===== config.mk =====
export PLATFORM = sky130hd
export DESIGN_NAME = dpram_stream_reader_flat
export DESIGN_NICKNAME = d
export VERILOG_FILES = /design/src/rtl/dpram_stream_reader_if.sv /design/src/rtl/dpram_stream_reader.sv /design/src/flat_wrapper.sv
export SDC_FILE = /design/constraint.sdc
export NUM_CORES = 1
export LEC_CHECK = 0
export ABC_AREA = 1
export CELL_PAD_IN_SITES_DETAIL_PLACEMENT = 0
export CELL_PAD_IN_SITES_GLOBAL_PLACEMENT = 1
export CORE_MARGIN = 5
export CORE_UTILIZATION = 37
export DETAILED_ROUTE_END_ITERATION = 7
export HOLD_SLACK_MARGIN = 0.12
export PLACE_DENSITY = 0.82
export SLEW_MARGIN = 20
export SYNTH_ARGS = -nofsm -noshare
export SYNTH_HDL_FRONTEND = slang
export SYNTH_SLANG_ARGS = --single-unit

===== constraint.sdc =====
create_clock -name i_clk -period 6.5 [get_ports i_clk]
set_clock_uncertainty 0.1 [all_clocks]
set_input_delay 1.3 -clock i_clk [delete_from_list [all_inputs] [get_ports i_clk]]
set_output_delay 1.3 -clock i_clk [all_outputs]
set_load 0.005 [all_outputs]

===== src/rtl/dpram_stream_reader_if.sv =====
// Bundle of command, RAM read port and output stream signals for dpram_stream_reader.
// master = the reader, slave = the surrounding RAM / command source / consumer.
interface dpram_stream_reader_if #(
  parameter int ADDR_WIDTH = 10,
  parameter int DATA_WIDTH = 64,
  parameter int LEN_WIDTH  = ADDR_WIDTH + 1
);
  logic                  cmd_valid;
  logic                  cmd_ready;
  logic [ADDR_WIDTH-1:0] cmd_addr;
  logic [LEN_WIDTH-1:0]  cmd_len;
  logic [ADDR_WIDTH-1:0] araddr;
  logic                  arvalid;
  logic [DATA_WIDTH-1:0] rdata;
  logic                  rvalid;
  logic [DATA_WIDTH-1:0] out_data;
  logic                  out_valid;
  logic                  out_ready;
  logic                  out_last;
  logic                  done;

  modport master (
    input  cmd_valid, cmd_addr, cmd_len, rdata, rvalid, out_ready,
    output cmd_ready, araddr, arvalid, out_data, out_valid, out_last, done
  );

  modport slave (
    output cmd_valid, cmd_addr, cmd_len, rdata, rvalid, out_ready,
    input  cmd_ready, araddr, arvalid, out_data, out_valid, out_last, done
  );
endinterface


===== src/rtl/dpram_stream_reader.sv =====
// Burst reader for a fixed-latency dpram: issues one read per word and streams the
// results out through a 2-entry FIFO, issuing only when the FIFO is guaranteed room.
//
// state   | meaning
// S_IDLE  | waiting for a command (cmd_ready high once out of reset)
// S_ISSUE | issuing reads while credit allows, until all words are requested
// S_DRAIN | all reads issued, waiting for the last word to be taken
module dpram_stream_reader #(
  parameter int ADDR_WIDTH = 10,
  parameter int DATA_WIDTH = 64,
  parameter int LEN_WIDTH  = ADDR_WIDTH + 1
) (
  input  logic i_clk,
  input  logic i_rst,
  dpram_stream_reader_if.master io_rd
);

  typedef enum logic [1:0] {S_IDLE, S_ISSUE, S_DRAIN} state_t;

  state_t                r_state;
  state_t                w_state_nxt;
  logic                  r_live;
  logic [ADDR_WIDTH-1:0] r_addr;
  logic [LEN_WIDTH-1:0]  r_remain;
  logic                  r_inflight;
  logic                  r_inflight_last;
  logic [DATA_WIDTH:0]   r_fifo [2];
  logic                  r_rd_ptr;
  logic                  r_wr_ptr;
  logic [1:0]            r_count;
  logic                  r_done;

  logic                  w_cmd_accept;
  logic                  w_pop;
  logic                  w_push;
  logic                  w_credit;
  logic                  w_issue;
  logic                  w_last_hs;
  logic                  w_final_read;
  logic [DATA_WIDTH:0]   w_head;

  assign w_head       = r_fifo[r_rd_ptr];
  assign w_cmd_accept = io_rd.cmd_valid & io_rd.cmd_ready;
  assign w_pop        = (r_count != 2'd0) & io_rd.out_ready;
  assign w_push       = r_inflight & io_rd.rvalid;
  assign w_credit     = ({1'b0, r_count} + {2'b00, r_inflight}) < 3'd2;
  assign w_final_read = (r_remain == LEN_WIDTH'(1));
  assign w_last_hs    = (r_state == S_DRAIN) & w_pop & w_head[DATA_WIDTH];

  assign io_rd.cmd_ready = (r_state == S_IDLE) & r_live;
  assign io_rd.arvalid   = w_issue;
  assign io_rd.araddr    = r_addr;
  assign io_rd.out_valid = (r_count != 2'd0);
  assign io_rd.out_data  = w_head[DATA_WIDTH-1:0];
  assign io_rd.out_last  = w_head[DATA_WIDTH] & (r_count != 2'd0);
  assign io_rd.done      = r_done;

  always_comb begin
    w_state_nxt = r_state;
    w_issue     = 1'b0;
    case (r_state)
      S_IDLE: begin
        if (w_cmd_accept && (io_rd.cmd_len != '0)) w_state_nxt = S_ISSUE;
      end
      S_ISSUE: begin
        // a same-cycle pop frees the slot the new word will need two cycles later
        w_issue = w_credit | w_pop;
        if (w_issue && w_final_read) w_state_nxt = S_DRAIN;
      end
      S_DRAIN: begin
        if (w_last_hs) w_state_nxt = S_IDLE;
      end
      default: w_state_nxt = S_IDLE;
    endcase
  end

  always_ff @(posedge i_clk or posedge i_rst) begin
    if (i_rst) begin
      r_state         <= S_IDLE;
      r_live          <= 1'b0;
      r_addr          <= '0;
      r_remain        <= '0;
      r_inflight      <= 1'b0;
      r_inflight_last <= 1'b0;
      r_done          <= 1'b0;
    end else begin
      r_state         <= w_state_nxt;
      r_live          <= 1'b1;
      r_inflight      <= w_issue;
      r_inflight_last <= w_issue & w_final_read;
      r_done          <= (w_cmd_accept && (io_rd.cmd_len == '0)) || w_last_hs;
      if (w_cmd_accept) begin
        r_addr   <= io_rd.cmd_addr;
        r_remain <= io_rd.cmd_len;
      end else if (w_issue) begin
        r_addr   <= r_addr + ADDR_WIDTH'(1);
        r_remain <= r_remain - LEN_WIDTH'(1);
      end
    end
  end

  always_ff @(posedge i_clk or posedge i_rst) begin
    if (i_rst) begin
      r_fifo[0] <= '0;
      r_fifo[1] <= '0;
      r_rd_ptr  <= 1'b0;
      r_wr_ptr  <= 1'b0;
      r_count   <= 2'd0;
    end else begin
      if (w_push) begin
        r_fifo[r_wr_ptr] <= {r_inflight_last, io_rd.rdata};
        r_wr_ptr         <= ~r_wr_ptr;
      end
      if (w_pop) r_rd_ptr <= ~r_rd_ptr;
      case ({w_push, w_pop})
        2'b10:   r_count <= r_count + 2'd1;
        2'b01:   r_count <= r_count - 2'd1;
        default: r_count <= r_count;
      endcase
    end
  end

endmodule


===== src/flat_wrapper.sv =====
// flat-port wrapper written by rule: the top's interface ports become plain ports
module dpram_stream_reader_flat 
#(
  parameter int ADDR_WIDTH = 10,
  parameter int DATA_WIDTH = 64,
  parameter int LEN_WIDTH  = ADDR_WIDTH + 1
)
  (i_clk, i_rst, io_rd_cmd_valid, io_rd_cmd_addr, io_rd_cmd_len, io_rd_rdata, io_rd_rvalid, io_rd_out_ready, io_rd_cmd_ready, io_rd_araddr, io_rd_arvalid, io_rd_out_data, io_rd_out_valid, io_rd_out_last, io_rd_done);
  dpram_stream_reader_if #(.ADDR_WIDTH(ADDR_WIDTH), .DATA_WIDTH(DATA_WIDTH), .LEN_WIDTH(LEN_WIDTH)) io_rd_i ();
  input  logic i_clk;
  input  logic i_rst;
  input wire logic [$bits(io_rd_i.cmd_valid)-1:0] io_rd_cmd_valid;
  input wire logic [$bits(io_rd_i.cmd_addr)-1:0] io_rd_cmd_addr;
  input wire logic [$bits(io_rd_i.cmd_len)-1:0] io_rd_cmd_len;
  input wire logic [$bits(io_rd_i.rdata)-1:0] io_rd_rdata;
  input wire logic [$bits(io_rd_i.rvalid)-1:0] io_rd_rvalid;
  input wire logic [$bits(io_rd_i.out_ready)-1:0] io_rd_out_ready;
  output wire logic [$bits(io_rd_i.cmd_ready)-1:0] io_rd_cmd_ready;
  output wire logic [$bits(io_rd_i.araddr)-1:0] io_rd_araddr;
  output wire logic [$bits(io_rd_i.arvalid)-1:0] io_rd_arvalid;
  output wire logic [$bits(io_rd_i.out_data)-1:0] io_rd_out_data;
  output wire logic [$bits(io_rd_i.out_valid)-1:0] io_rd_out_valid;
  output wire logic [$bits(io_rd_i.out_last)-1:0] io_rd_out_last;
  output wire logic [$bits(io_rd_i.done)-1:0] io_rd_done;
  assign io_rd_i.cmd_valid = io_rd_cmd_valid;
  assign io_rd_i.cmd_addr = io_rd_cmd_addr;
  assign io_rd_i.cmd_len = io_rd_cmd_len;
  assign io_rd_i.rdata = io_rd_rdata;
  assign io_rd_i.rvalid = io_rd_rvalid;
  assign io_rd_i.out_ready = io_rd_out_ready;
  assign io_rd_cmd_ready = io_rd_i.cmd_ready;
  assign io_rd_araddr = io_rd_i.araddr;
  assign io_rd_arvalid = io_rd_i.arvalid;
  assign io_rd_out_data = io_rd_i.out_data;
  assign io_rd_out_valid = io_rd_i.out_valid;
  assign io_rd_out_last = io_rd_i.out_last;
  assign io_rd_done = io_rd_i.done;
  dpram_stream_reader #(.ADDR_WIDTH(ADDR_WIDTH), .DATA_WIDTH(DATA_WIDTH), .LEN_WIDTH(LEN_WIDTH)) u_core (.i_clk(i_clk), .i_rst(i_rst), .io_rd(io_rd_i));
endmodule

==> Word-level counts from Yosys, hierarchy flattened <==
Index checks and enable logic that the tools add are counted.
{ "classes": {"bitwise_logic": 13, "eq_ne": 8, "reduce_logical": 12, "n_lt_le_gt_ge": 4, "muxes": 16, "addsub": 5} }
{ "ops": {"columns": ["cell", "count"], "rows": [
  ["$mux W65", 4],
  ["$bwmux W130", 1],
  ["$demux W65 S1", 1],
  ["$mux W11", 2],
  ["$mux W10", 2],
  ["$eq A11 B1 Y1 const B", 1],
  ["$logic_not A11 Y1", 1],
  ["$reduce_bool A11 Y1", 1],
  ["$sub A11 B1 Y11 const B", 1],
  ["$add A10 B1 Y10 const B", 1],
  ["$and A1 B1 Y1", 8],
  ["$mux W2", 3],
  ["$pmux W2 S3", 1],
  ["$reduce_bool A2 Y1", 3],
  ["$eq A2 B1 Y1 const B", 2],
  ["$eq A2 B2 Y1 const B", 2],
  ["$ge A2 B2 Y1 const B", 2],
  ["$logic_and A1 B1 Y1", 4],
  ["$ne A2 B1 Y1 const B", 2],
  ["$not A1 Y2", 2],
  ["$pmux W2 S2", 1],
  ["$add A2 B1 Y3", 1],
  ["$lt A3 B2 Y1 const B", 1],
  ["$reduce_and A3 Y1", 1],
  ["9 further kinds", 10]
]} }
{ "word_totals": {"ff_bits": 161} }

==> Longest topological paths before layout <==
Gate-level depths: netlist (run 1).
{ "depth": {"ltp_word": 7, "depth_mapped": 9, "ltp_nobuf": 9} }

==> Worst setup path before layout (run 1) <==
OpenSTA, ideal clock, no wires.
{ "synth_timing": {"path_type": "input-to-output", "startpoint": "in io_rd_out_ready", "endpoint": "out io_rd_arvalid", "path_stages": 5, "required_time_ns": 5.100, "arrival_time_ns": 1.730, "setup_slack_ns": 3.370, "path_cell_list": "inv_1 -> nand2_1 -> nand2_2 -> inv_1 -> buf_2"} }
{ "synth_between": {"elab_chain_cells": 3} }
{ "synth_lines": {"columns": ["item", "line_no", "source"], "rows": [
  ["from (decl)", "flat_wrapper.sv:17", "input wire logic [$bits(io_rd_i.out_ready)-1:0] io_rd_out_ready;"],
  ["$and A1 B1 Y1", "dpram_stream_reader.sv:44", "assign w_pop = (r_count != 2'd0) & io_rd.out_ready;"],
  ["$or A1 B1 Y1", "dpram_stream_reader.sv:67", "w_issue = w_credit | w_pop;"],
  ["$mux W1", "dpram_stream_reader.sv:61", "case (r_state)"],
  ["to (decl)", "flat_wrapper.sv:20", "output wire logic [$bits(io_rd_i.arvalid)-1:0] io_rd_arvalid;"]
]} }
Every way passes these cells.

==> Final worst setup path (run 1) <==
Ends and elaborated chain as after synthesis.

==> summary.txt, run 1 <==
Logic synthesis
  – Syn Inst Count: around 1,000
  – Syn Area/Cell: 7.70 sq um
  – Seq cells post-synth: 161
  – Post-synthesis mux area share: 0
  – Yosys cell types: 26
  – EDFF count, synth: 0
  – Synth Area in Compound Gates: 0.111
  – Syn nets: about 1,100
  – Main combinational cell family by area after synthesis: simple AND/OR/NAND/NOR gates
  – Yosys warnings: 0
  – Post-Synth XOR/XNOR Area: 0.00455
  – Synth Area in Simple Gates: 0.265
  – Most used DFF post-synth: dfrtp_1
  – Synth Area in Adders: 0.00650
  – Post-synthesis sequential area ratio: 0.523
  – Async SR Flop Fraction: 1.00
  – Area of the mapped netlist: 7700 sq um

Floorplan
  – Core box area: 20,400 sq um
  – Full die area: 23,800 sq um
  – IO Pins: 169
  – Rows: between 50 and 60
  – Starting Density: 0.378
  – Chip Width: 154 um
  – Chip height: 154 um

Power
  – Pleak: 5.09 nW
  – Worst-case vdd ir drop: 0.000243 V
  – Power per cell area: 478 nW/um^2

STA
  – Setup violators final: 0
  – Worst-Margin Slew: 1.03 ns
  – Tmin final: 4.51 ns
  – Fin. max-slew vios: 0
  – Tcrit/Tclk final: 0.693
  – Hold Violations, Final: 0
  – Fmax: 222 MHz
  – RSZ-0062 raised after global routing: false
  – Worst slew margin: 0.312
  – Fin Hold WS: 0.381 ns
  – Final TNS setup: 0 ns

Global route
  – Initial antenna violation count: 1
  – Vias in the first global route: 6,173
  – Tot GR Track Use: 0.163
  – Largest net degree at the start of global routing: 96
  – Grt ovf: 0
  – First-pass GRT wire length: 31,600 um

Critical path
  – Critical path depth: 6
  – Critical path endpoint: io_rd_arvalid
  – Max stage delay on crit path: 0.60 ns
  – FF-to-FF setup slack: 4.17 ns
  – Startpoint Class: input pin
  – Critical path, cell by cell: clkdlybuf4s50_1 -> inv_1 -> nand2_1 -> nand2_2 -> inv_1 -> clkdlybuf4s50_1
  – WS Path Type: input pin to output port
  – R2R cell count: 5
  – R2r endpoint: u_core.r_fifo[127]
  – Reg-to-Reg Start: u_core.r_inflight
  – CP Capture Type: output port
  – CP Buf/Inv Count: 4
  – Worst Path Required: 5.10 ns
  – Crit path DAT: around 3.1 ns
  – Worst Setup SP: io_rd_out_ready
  – Largest delay share family, worst path: buffers and inverters
  – CP max stage cell: clkdlybuf4s50_1
  – Peak fanout along the critical path: 15

Min path
  – Worst Hold Class: flip-flop to flip-flop
  – Min-Delay Startpoint: u_core.r_fifo[129]

Finish
  – Area added between synthesis and finish: 31.1%
  – Ant diodes: 0
  – Share of cells above drive strength 1: 0.0622
  – Final #Nets: 1,238

Place
  – Post-DP HPWL: 13,000 um
  – I/O Buffers: 168
  – Routability congestion estimate: 0.784

Clock tree
  – Clock Sinks: 161
  – CTS Root Cell: clkbuf_16
  – Clock insertion delay at the later pin of the skew report: 0.42 ns
  – CTS tree: done
  – Total CTS buffers: 17
  – Resize count post-CTS: 0
  – Max Buffers Root-to-Sink: 2
  – Setup bufs post-CTS: 0
  – Clock Pin Slew Worst Setup and Hold Paths: ~0.060 ns
  – Hold Buf Count CTS: 0
  – CTS H-tree depth: 4

Drt
  – Drt first pass iters: 5
  – Residual DRC: 0
  – Antenna Nets Post-Route: 0
  – Via count: roughly 6,500
  – DR iter-0 viols: ~500
  – WL/cell: 13.6 um
  – Vias per inst: 4.56
  – WL final: 19,400 um

Status
  – Outcome: completed

Flow run
  – Max-Cap Viols: 0
[sequential cells by signal (all words and copies together), names as in the netlist]
register                count
u_core.r_state              2
u_core.io_rd.done           1
u_core.r_fifo             130
u_core.io_rd.araddr        10
u_core.r_live               1
u_core.r_remain            11
u_core.r_inflight           1
u_core.r_inflight_last      1
u_core.r_rd_ptr             1
u_core.r_count              2
u_core.r_wr_ptr             1
[worst min-delay path by stage]
stage	endpoint	cells after the start	slack [ns]
global route	u_core.r_fifo[92]	2	0.40
CTS	u_core.r_fifo[129]	2	0.38
floorplan	u_core.r_fifo[129]	2	0.35
detailed placement	u_core.r_fifo[129]	2	0.36
global placement	u_core.r_fifo[129]	2	0.36
finish	u_core.r_fifo[129]	2	0.38
[report_power, final]
part | internal [mW] | total, mW | switching [mW]
sequential | 1.45 | 1.72 | 0.273
combinational | 1.01 | 2.10 | 1.10
clock | 0.574 | 0.990 | 0.416
total | 3.03 | 4.82 | 1.79
[layout by cell type (no fill, tap or decap), types with 2 or more instances in the layout]
cell type,Yosys,final
nand3_1,36,35
inv_1,104,102
nand4_1,2,2
and2_1,2,2
nor2_1,32,32
o21ai_1,43,43
or2_2,2,2
clkbuf_16,0,17
o21ai_2,26,26
inv_6,0,6
clkinv_4,0,4
clkbuf_1,16,2
buf_4,0,7
xor2_1,3,3
nand2_1,444,444
clkdlybuf4s50_1,0,168
nor3_1,2,2
bufinv_16,0,2
dfrtp_1,161,160
a21oi_1,4,4
ha_1,4,4
nand2_2,2,2
o21ai_0,77,77
[cell families after synthesis]
kind of cell | after synthesis
other | 1
and+or+nand+nor | 524
adders and majority gates | 4
xor gates and xnor gates | 4
buffers and inverters | 155
AOI/OAI and AO/OA | 151
DFF | 161
[Yosys cell counts (3+ instances only)]
cell type | n | area share
buf_1 | 9 | 0.0044
o21ai_2 | 26 | 0.030
o21ai_1 | 43 | 0.028
nor2_1 | 32 | 0.016
clkbuf_1 | 16 | 0.0078
dfrtp_1 | 161 | 0.52
a21oi_1 | 4 | 0.0026
o21ai_0 | 77 | 0.050
nand3_1 | 36 | 0.023
inv_1 | 104 | 0.051
nand2_1 | 444 | 0.22
buf_2 | 14 | 0.0091
xor2_1 | 3 | 0.0034
buf_6 | 11 | 0.016
ha_1 | 4 | 0.0065
[layer usage]
| layer | track usage | part of all wire | vias to the layer above |
|---|---|---|---|
| met2 | 0.247 | 0.44 | 170 |
| met1 | 0.235 | 0.49 | 2954 |
| met3 | 0.0441 | 0.068 | 12 |
| li1 | - | - | 3371 |
| met4 | 0.0353 | 0.0066 | 2 |
| met5 | 0 | 0.0010 | - |
[worst reg2reg max path, stage by stage, from the launching register on]
cell and delay, ns:
dfrtp_1 0.43, nand2_2 0.11, or2_4 0.79, buf_4 0.60, nand2_1 0.16, o21ai_2 0.08
[stage by stage]
stage	util	std cells	setup WS, ns	instance area, sq um	total power, mW
2_1_floorplan	-	1000	0.752	7700	2.91
3_3_place_gp	0.467	1395	2.00	9500	3.84
3_5_place_dp	0.467	1395	1.98	9500	3.88
4_1_cts	0.495	1427	1.97	10100	4.89
5_1_grt	0.495	1427	1.87	10100	5.25
6_report	0.495	1427	1.99	10100	4.82
[cell type report]
class,count,area [sq um]
tap,270,338
multi-input combinational,684,3000
clock buffer,19,433
fill,2053,10300
sequential,161,4030
inverter,105,399
timing repair buffer,175,1730
clock inverter,13,151
Power figures use the tool's default switching activity.
==> run 2, diff against run 1 <==
--- a/config.mk
+++ b/config.mk
@@ -9,10 +9,10 @@
 export CELL_PAD_IN_SITES_DETAIL_PLACEMENT = 0
 export CELL_PAD_IN_SITES_GLOBAL_PLACEMENT = 1
 export CORE_MARGIN = 5
-export CORE_UTILIZATION = 37
+export CORE_UTILIZATION = 33
 export DETAILED_ROUTE_END_ITERATION = 7
 export HOLD_SLACK_MARGIN = 0.12
-export PLACE_DENSITY = 0.82
+export PLACE_DENSITY = 0.77
 export SLEW_MARGIN = 20
 export SYNTH_ARGS = -nofsm -noshare
 export SYNTH_HDL_FRONTEND = slang
==> constraint.sdc (replaced) <==
create_clock -name i_clk -period 3.97 [get_ports i_clk]
set_clock_uncertainty 0.1 [all_clocks]
set_input_delay 0.794 -clock i_clk [delete_from_list [all_inputs] [get_ports i_clk]]
set_output_delay 0.794 -clock i_clk [all_outputs]
set_load 0.005 [all_outputs]
==> run 2 against run 1 <==
Total power up 64%. First-iteration DRC count down 19%. Sequential power up 66%. Core utilization down 4.3 points. Critical path type is now flip-flop to output port. Critical endpoint is now io_rd_out_data[1].
==> summary.txt, run 2 (synthesized netlist as in run 1, its figures left out) <==
Status
  – Outcome: completed

Clock tree
  – Max Buffers Root-to-Sink: 2 (unchanged)
  – CTS tree: done
  – Total CTS buffers: 17 (unchanged)
  – Clock Sinks: 161 (unchanged)
  – Clock insertion delay at the later pin of the skew report: 0.42 ns (about the same)
  – CTS H-tree depth: 4 (unchanged)
  – Clock Pin Slew Worst Setup and Hold Paths: 0.07 ns (about the same)
  – Hold Buf Count CTS: 0 (unchanged)
  – Resize count post-CTS: 0 (unchanged)
  – CTS Root Cell: clkbuf_16
  – Setup bufs post-CTS: 0 (unchanged)

Place
  – I/O Buffers: 168 (unchanged)
  – Dpl ws: 0.813 ns (-1.17 ns)
  – Post-DP HPWL: 13,900 um (+7.2%)
  – Routability congestion estimate: 0.789 (+0.68%)
  – Cells after DPL: 1,449 (+3.9%)
  – Placed cell area: 9720 sq um (+2.3%)

Critical path
  – Critical path, cell by cell: buf_4 -> nand2_1 -> nand2_1 -> clkdlybuf4s50_1
  – CP max stage cell: dfrtp_2
  – Max stage delay on crit path: 0.72 ns (+0.12 ns)
  – WS Path Type: flip-flop to output port
  – Reg-to-Reg Start: u_core.r_inflight
  – CP Capture Type: output port
  – Critical Path Most Common Cell: nand2_1
  – Largest delay share family, worst path: buffers and inverters
  – R2R cell count: 9 (+4)
  – FF-to-FF setup slack: 2.04 ns (-2.13 ns)
  – Crit path DAT: 2.45 ns (-0.66 ns)
  – Worst Path Required: 3.08 ns (-2.02 ns)
  – Peak fanout along the critical path: 42 (+27)
  – R2r endpoint: u_core.r_remain[3]
  – Startpoint Class: flip-flop
  – CP Buf/Inv Count: 2 (-2)

Finish
  – Share of cells above drive strength 1: 0.0719 (+0.00963)
  – Top reg by flops: u_core.r_fifo
  – Area added between synthesis and finish: 33.8%
  – Final Util: 0.452 (-0.0430)
  – Most frequent cells in the layout: nand2_1 (444), clkdlybuf4s50_1 (168), dfrtp_1 (160), inv_1 (102), o21ai_0 (77)
  – Ant diodes: 0 (unchanged)
  – Max FFs per register: 130 (unchanged)
  – Fin cells: 1,482 (+3.9%)
  – Final Cell Area: 10,300 sq um (+2.1%)
  – Final #Nets: 1,250 (+0.97%)
  – Most common cell after layout, fill and taps aside: nand2_1

Power
  – Worst-case vdd ir drop: 0.000297 V (+22%)
  – Sw power: 2.99 mW (+67%)
  – Switching Share: 0.379 (+0.00760)
  – Int Power: 4.91 mW (+62%)
  – Post-route total power: 7.90 mW (+64%)
  – Clock share of power: 0.196 (-0.010)
  – Pleak: 5.16 nW (+1.5%)
  – Power per cell area: 766 nW/um^2 (+60%)
  – Seq pwr share: 0.362 (+0.004)
  – Combinational Power Share: 0.442 (+0.005)

Global route
  – Tot GR Track Use: 0.153 (-0.00971)
  – Grt ovf: 0 (unchanged)
  – First-pass GRT wire length: 33,000 um (+4.5%)
  – Largest net degree at the start of global routing: 80 (-17%)
  – Vias in the first global route: 6,496 (+5.2%)
  – Initial antenna violation count: 1 (unchanged)

STA
  – Final TNS setup: 0 ns (unchanged)
  – Fin Hold WS: 0.378 ns (-0.00340 ns)
  – Setup violators final: 0 (unchanged)
  – Tmin final: between 3 and 4 ns
  – Fin. max-slew vios: 0 (unchanged)
  – Worst-Margin Slew: 0.593 ns (-0.439 ns)
  – RSZ-0062 raised after global routing: false
  – Tcrit/Tclk final: 0.841
  – Hold Violations, Final: 0 (unchanged)
  – Worst slew margin: 0.605 (+0.293)
  – Fmax: 299 MHz
  – Final Worst Setup Slack: 0.631 ns (-1.36 ns)

Floorplan
  – Chip Width: 163 um (+5.5%)
  – Chip height: 163 um (+5.5%)
  – Full die area: 26,500 sq um (+11%)
  – Core box area: 22,800 sq um (+12%)
  – Rows: 55 (+5.8%)
  – Starting Density: 0.338 (-0.0400)
  – IO Pins: 169 (unchanged)

Drt
  – DR iter-0 viols: 409 (-19%)
  – WL/cell: 13.5 um (-1.1%)
  – Via count: 6,584 (+1.2%)
  – Drt first pass iters: 5 (unchanged)
  – Residual DRC: 0 (unchanged)
  – Antenna Nets Post-Route: 0 (unchanged)
  – WL final: 20,000 um (+2.7%)
  – Vias per inst: 4.44 (-2.6%)

Min path
  – Hold path endpoint: u_core.r_fifo[129]
  – Hold Crit Depth: 2 (unchanged)
  – Worst Hold Class: flip-flop to flip-flop
  – Min-Delay Startpoint: u_core.r_fifo[129]

Flow run
  – Max-Cap Viols: 0 (unchanged)
==> run 2: cell count changes in the layout (fill, tap and decap cells not counted) <==
cell	before	now
buf_12	0	8
buf_4	7	11
bufinv_16	2	0
clkinvlp_4	1	3
inv_6	6	4
inv_8	0	2
clkinv_2	1	0
clkinv_8	0	1
==> run 2: area by class of cell <==
| cell class | instances | area [sq um] |
|---|---|---|
| well taps | 313 | 392 |
| clock buffers | 19 | 433 |
| flip-flops and latches | 161 | 4030 |
| fillers | 2322 | 12500 |
| inverters | 105 | 398 |
| clock inverters | 13 | 124 |
| multi-input cells | 684 | 3000 |
| repair buffers | 187 | 1920 |
==> run 2: worst max path at each step <==
stage / depth (start not counted) / end / start / slack, ns
floorplan: 1 / u_core.io_rd.araddr[0] / i_rst / 1.03
global placement: 6 / io_rd_arvalid / io_rd_out_ready / 0.82
detailed placement: 6 / io_rd_arvalid / io_rd_out_ready / 0.81
CTS: 4 / io_rd_out_data[56] / u_core.r_rd_ptr / 0.58
global route: 4 / io_rd_out_data[56] / u_core.r_rd_ptr / 0.49
finish: 4 / io_rd_out_data[1] / u_core.r_rd_ptr / 0.63
==> run 2: routing by layer <==
metal / vias up / GRT usage / routed length [um]
li1: 3402 / - / -
met1: 3020 / 0.207 / 9560
met2: 146 / 0.246 / 9060
met3: 14 / 0.0395 / 1150
met4: 2 / 0.0385 / 159
met5: - / 0 / 13
==> run 2: worst min-delay path, cell delays in order, from the launching register on <==
cell	delay (ns)
dfrtp_1	0.34
nand2_1	0.06
o21ai_2	0.05
==> run 2: power groups by stage <==
stage	Combinational, mW	Sequential, mW	Clock, mW
2_1_floorplan	2.04	2.73	0
3_5_place_dp	3.57	2.88	0
4_1_cts	3.58	2.86	1.60
5_1_grt	3.99	2.97	1.67
3_3_place_gp	3.52	2.87	0
6_report	3.49	2.86	1.55
